### config.mk
export PLATFORM = sky130hd
export DESIGN_NAME = overdrive_seq
export DESIGN_NICKNAME = d
export VERILOG_FILES = /design/src/rtl/overdrive_seq.sv
export SDC_FILE = /design/constraint.sdc
export NUM_CORES = 2
export LEC_CHECK = 0
export BUFFER_PORTS_ARGS = -buffer_cell sky130_fd_sc_hd__buf_2
export CAP_MARGIN = 20
export CORE_MARGIN = 1.5
export CORE_UTILIZATION = 55
export DETAILED_ROUTE_END_ITERATION = 6
export PLACE_DENSITY = 0.83
export SYNTH_ARGS = -nofsm -noshare
export SYNTH_HDL_FRONTEND = slang
export SYNTH_SLANG_ARGS = --single-unit
export TNS_END_PERCENT = 50
### constraint.sdc
create_clock -name clk -period 13 [get_ports clk]
set_input_delay 3.25 -clock clk [delete_from_list [all_inputs] [get_ports clk]]
set_output_delay 3.25 -clock clk [all_outputs]
set_load 0.01 [all_outputs]
### src/rtl/overdrive_seq.sv
// overdrive_seq: sequential soft-clip overdrive y = (3x + x^3) / 4 with hard clamp at |x| >= THRESH.
// Ports:
//   clk, rst_n           clock, asynchronous active-low reset
//   in_valid/in_ready    sample handshake, in_data signed Q(BITS_PER_LEVEL) sample
//   out_valid/out_ready  result handshake, out_data signed Q(BITS_PER_LEVEL) result
//   busy                 high whenever the FSM is not in IDLE
//   clip_count           16-bit saturating clamp counter, present only with OVERDRIVE_SEQ_CLIP_COUNT_EN
module fixed_multiply #(
  parameter int W    = 32,
  parameter int FRAC = 12
) (
  input  logic signed [W-1:0] a,
  input  logic signed [W-1:0] b,
  output logic signed [W-1:0] p
);
  logic signed [2*W-1:0] w_full;
  assign w_full = a * b;
  assign p = W'(w_full >>> FRAC);
endmodule

module overdrive_seq #(
  parameter int BITS_PER_LEVEL = 12
) (
  input  logic               clk,
  input  logic               rst_n,
  input  logic               in_valid,
  output logic               in_ready,
  input  logic signed [31:0] in_data,
  output logic               out_valid,
  input  logic               out_ready,
  output logic signed [31:0] out_data,
  output logic               busy
`ifdef OVERDRIVE_SEQ_CLIP_COUNT_EN
  ,
  output logic        [15:0] clip_count
`endif
);
  localparam logic signed [31:0] THRESH = 32'sd2 <<< BITS_PER_LEVEL;
  localparam logic signed [31:0] HALF   = THRESH >>> 1;
  typedef enum logic [1:0] {IDLE, SQ, CU, DONE} state_t;
  state_t r_state, w_next;
  logic signed [31:0] r_x, r_sq, w_a, w_prod, w_res, w_out;
  logic w_clip;
  // One shared multiplier: x*x in SQ, x^2*x in CU.
  assign w_a = (r_state == SQ) ? r_x : r_sq;
  fixed_multiply #(.W(32), .FRAC(BITS_PER_LEVEL)) u_mul (.a(w_a), .b(r_x), .p(w_prod));
  assign w_res  = (r_x + r_x + r_x + w_prod) >>> 2;
  assign w_clip = (!r_x[31] && r_x >= THRESH) || (r_x[31] && r_x <= -THRESH);
  assign w_out  = !w_clip ? w_res : (r_x[31] ? -HALF : HALF);
  always_ff @(posedge clk or negedge rst_n)
    if (!rst_n) r_state <= IDLE;
    else r_state <= w_next;
  always_comb begin
    w_next    = r_state;
    in_ready  = r_state == IDLE;
    out_valid = r_state == DONE;
    busy      = r_state != IDLE;
    case (r_state)
      IDLE:    w_next = in_valid ? SQ : IDLE;
      SQ:      w_next = CU;
      CU:      w_next = DONE;
      DONE:    w_next = out_ready ? IDLE : DONE;
      default: w_next = IDLE;
    endcase
  end
  always_ff @(posedge clk or negedge rst_n)
    if (!rst_n) begin
      r_x      <= '0;
      r_sq     <= '0;
      out_data <= '0;
    end else begin
      if (in_valid && in_ready) r_x <= in_data;
      if (r_state == SQ) r_sq <= w_prod;
      if (r_state == CU) out_data <= w_out;
    end
`ifdef OVERDRIVE_SEQ_CLIP_COUNT_EN
  logic [15:0] r_clip_count;
  always_ff @(posedge clk or negedge rst_n)
    if (!rst_n) r_clip_count <= '0;
    else if (r_state == CU && w_clip && r_clip_count != 16'hFFFF) r_clip_count <= r_clip_count + 16'd1;
  assign clip_count = r_clip_count;
`else
`endif
endmodule

Yosys cells after proc, flatten, opt, wreduce, memory -nomap -nowiden --
Cells that the tools add are included.
Word-level totals: output and inout bits 35, bits in registers 98, word-level logic and storage cells 26, input bits 36
Operators by class: reduce and logical (&&, ||, !) cells 7, multiply operators 1, muxes and demuxes 6, add/subtract/negate cells 3, equal/unequal tests 3, magnitude comparators 2
Operators by type and width (count):
- 32-bit adder | 3
- 32-bit two-way mux | 3
- 32-bit by 32-bit multiplier with 44-bit output | 1
- 32-bit by 15-bit greater-or-equal comparator with 1-bit output, second input constant | 1
- 32-bit by 14-bit less-or-equal comparator with 1-bit output, second input constant | 1
- 2-bit one-hot mux with 4 select lines | 1
- 2-bit equality test, second input constant | 2
- 1-bit logical AND | 3
- 2-bit by 1-bit equality test with 1-bit output, second input constant | 1
- 2-bit zero test | 1
- 2-bit two-way mux | 1
- 2-bit nonzero test | 1
- 1-bit zero test | 1
- 1-bit logical OR | 1
- 1-bit two-way mux | 1

Longest topological paths before layout --
depth after elaboration 5, gate-level depth with buffers 48, gate-level depth less buffers 41

Cells and area by module --
Synthesis repeated with hierarchy kept, for this count alone.
Unflattened totals: cell total of the unflattened synthesis 3599, area total of the unflattened synthesis 32909.1 µm²
By module, submodules not included:
- fixed_multiply | cells each 2874, times used 1, sequential area each 0.0 µm², area each 26122.6 µm²
- overdrive_seq | cells each 725, times used 1, sequential area each 2402.3 µm², area each 6786.5 µm²

Least setup slack after synthesis --
OpenSTA, ideal clock, no wires.
kind register to register, start point register r_state[1], end point register out_data[30], setup slack 2.347 ns, stages on the path, launching flop included 45, period minus slack after synthesis 10.653 ns, data required time 12.863 ns, arrival 10.516 ns, buffers on the path 6, setup time 0.137 ns, path through dfrtp_1 > buf_6 > nand2b_4 > buf_6 > buf_8 > buf_6 > clkbuf_1 > nand2_1 > a21boi_1 > clkbuf_1 > nor2_1 > fa_1 > fa_1 > inv_1 > fa_1 > fa_1 > inv_1 > fa_1 > [9 not listed] > nor3_1 > nor3_1 > nor2b_1 > a21o_1 > a21oi_1 > xnor2_1 > fa_1 > ha_1 > and3_1 > a221oi_1 > o21ai_0 > a32oi_1 > a31oi_1 > a21o_1 > a21oi_1 > xnor3_1 > nand2_1 > a21oi_1
On the way: longest elaborated chain between the ends 5, elaborated cells between the ends (all ways) 6, those cells by class 1 x add/sub; 1 x mul; 2 x eq/ne; 2 x mux
Ends and longest elaborated chain:
- from (decl) | line 41 | state_t r_state, w_next;
- from (signal assigned) | line 52 | else r_state <= w_next;
- 2-bit by 1-bit equality test with 1-bit output | line 45 | assign w_a = (r_state == SQ) ? r_x : r_sq;
- 32-bit two-way mux | line 45
- 32-bit by 32-bit multiplier with 44-bit output | line 17 | assign w_full = a * b;
- via u_mul.p[24] | line 14 | output logic signed [W-1:0] p
- 32-bit adder | line 47 | assign w_res = (r_x + r_x + r_x + w_prod) >>> 2;
- 32-bit two-way mux | line 49 | assign w_out = !w_clip ? w_res : (r_x[31] ? -HALF : HALF);
- to (signal assigned) | line 74 | if (r_state == CU) out_data <= w_out;
- to (decl) | line 31 | output logic signed [31:0] out_data,
The timed path passes the listed nets, and every way through them passes these cells. A chain may end at the register's enable or synchronous reset.

Final worst setup path --
Same ends and word-level chain as after synthesis.

==> results.yml <==
run_status:
  status: "finished with violations"
  failed_checks: "design-rule violations"
synthesis:
  synthArstFlopShare_pct: 100
  yosys_warnings: 0
  dominantRegCellSynth: "dfrtp_1"
  syn_area_per_cell_sq_um: 8.93
  ys_seq_elements: 96
  synth_cell_types: 67
  ys_seq_area_share_pct: 7.58
  synth_nets: 4592
  synth_edf_count: 0
  syn_area_sq_mm: 0.0317
  post_synth_inst_count: 3549
routing:
  dr.pass1.iters: 7
  ant_nets: 0
  finalWirelength_mm: 99.0
  wire_per_inst_microns: 22.9
  num_vias: 25200
  drc_errors: 21
  drtIter0Drc: 2506
  routed_via_density: 5.84
timing:
  worst_pin_slew_ns: 1.28
  setup_violations: 0
  period_share_pct: 95.4
  hold_viol: 0
  timing.fmax_mhz: 80.6
  fin_worst_skew_ns: 0.0108
  rsz0062_at_grt: "false"
  fin_crit_ns: 12.41
  slew_violations: 0
  setup_tns_ns: 0
  slew_headroom_pct: 14.6
global_routing:
  grt_max_degree: 68
  antenna_found_initial: 0
  grt_usage_pct: 35.1
  grt_pass1_wl_mm: 156
  grt_pass1_vias: 27700
  grt_remaining_overflow: 0
die:
  io_pins: 71
  rows: 87
  initial_utilization_pct: 55.9
  dieWidth_microns: 243
  core_area_sq_mm: 0.0567
  die_y_microns: 243
  die_area_sq_mm: 0.0591
cts:
  h-tree-depth: 3
  cts_tree: "done"
  cts-root-buf: "clkbuf_16"
  cts_made_buffers: 9
  cts.sinks: 96
  cts_hold_buf: 0
  clkLatencyLatePin_ns: 0.35
  clk_pin_slew_ns: 0.07
  post-cts-setup-buffers: 0
  cts_resized: 0
  cts_buffer_depth: 2
hold_path:
  hold_class: "reg -> reg"
place:
  port_buffers: 70
  gp_congestion: 0.976
  dp_hpwl_mm: 77.9
setup_path:
  slowest_delay_ns: 1.06
  crit_type: "reg -> reg"
  critical_path.endpoint_type: "register"
  cp-start-kind: "register"
  cpMostUsedCell: "fa_1"
  cp_slowest_cell: "o41ai_1"
  crit_path_max_fanout: 45
  cp.arrival_ns: 12.62
  worst_ep_required_time_ns: 13.21
finish:
  fillers: 4732
  nets: 4595
  drive_above_1_share_pct: 5.93
  area_delta_synth_final_pct: 5.22
run:
  maxCapViolCount: 0
critical path, delay by kind of cell (launching register included):
family | cells | cell delay (ns)
fa+ha+maj | 11 | 5.18
compound gates | 11 | 2.85
simple gates | 10 | 2.55
buf+inv | 5 | 0.69
flops | 1 | 0.48
xor+xnor | 2 | 0.45
stage by stage:
| step | cells | hold slack, ns | cell area [sq um] | util (%) | setup slack, ns |
|---|---|---|---|---|---|
| 4_1_cts | 4312 | 0.478 | 33300 | 58.8 | 0.890 |
| 3_3_place_gp | 4296 | 0.449 | 33000 | 58.3 | 1.19 |
| 2_1_floorplan | 3549 | 0.433 | 31700 | - | 2.35 |
| 5_1_grt | 4313 | 0.504 | 33400 | 58.8 | 0.304 |
| 6_report | 4316 | 0.478 | 33400 | 58.8 | 0.593 |
| 3_5_place_dp | 4296 | 0.464 | 33000 | 58.3 | 0.899 |
final timing paths:
check	cells after the start	start	slack, ns	endpoint
worst min register to register	2	out_data[3]	0.48	out_data[3]
worst min-delay path	2	out_data[3]	0.48	out_data[3]
max in group asynchronous	2	rst_n	8.89	r_x[7]
worst max-delay path	39	r_state[1]	0.59	out_data[30]
min in group asynchronous	1	rst_n	2.83	out_data[24]
worst max register to register	39	r_state[1]	0.59	out_data[30]
cell type report:
type / count / area (sq um) / area share, %
antenna: 3 / 7.51 / 0.0225
clock buffer: 11 / 233 / 0.698
clock inverter: 5 / 65.1 / 0.195
inverter: 760 / 2850 / 8.55
multi-input combinational: 2524 / 25800 / 77.3
sequential: 96 / 2400 / 7.20
tap: 756 / 946 / 2.84
timing repair buffer: 161 / 1060 / 3.18
flip-flops by register name (all words and copies together) (netlist names):
signal,flops
r_sq,32
out_data,30
r_state,2
r_x,32
cells by family (layout without fill, tap and decap cells):
family	Yosys count	count (layout)	share of synthesized area [%]
AO/OA/AOI/OAI	242	242	4.83
XOR/XNOR	109	109	3.10
adder cells (fa/ha/maj)	1007	1007	58.1
buffers and inverters	929	937	11.1
flip-flops	96	96	7.58
multiplexers	20	20	0.683
other	0	3	0
AND/OR/NAND/NOR	1146	1146	14.6
Yosys cell counts, types with 13 or more instances:
cell type,n,area (sq um)
a21o_1,28,210
a21oi_1,65,325
and2_1,51,319
clkbuf_1,155,582
clkinv_1,13,48.8
dfrtp_1,96,2400
fa_1,776,15500
ha_1,231,2890
inv_1,745,2800
nand2_1,515,1930
nand3_1,13,65.1
nand4_1,17,106
nor2_1,499,1870
nor2b_1,13,81.3
o21ai_0,65,325
xnor2_1,80,701
xor2_1,27,236
routing by layer:
metal / track usage (%) / wire length [microns] / share of wire (%)
met1: 43.4 / 33700 / 34
met2: 54.5 / 44300 / 45
met3: 9.60 / 12600 / 13
met4: 22.7 / 8370 / 8.5
met5: 0 / 0 / 0
layout by cell type (no fill, tap or decap), drive strengths merged, types with 3 or more instances in the layout:
cell and instances:
fa 776, inv 748, nand2 515, nor2 499
ha 231, buf 161, dfrtp 96, xnor2 80
o21ai 79, a21oi 66, and2 53, a21o 28
xor2 27, nand4 17, clkinv 14, nand3 13
nor2b 13, nor3 12, o21a 12, o21bai 11
clkbuf 11, mux2 10, mux2i 10, o31ai 8
and3 7, a21boi 7, a211oi 6, nor4 5
a21bo 5, or2 4, diode 3, a31oi 3
Power is not shown: default switching activity piles up to over one toggle a cycle in this logic, so the estimate is an artifact.
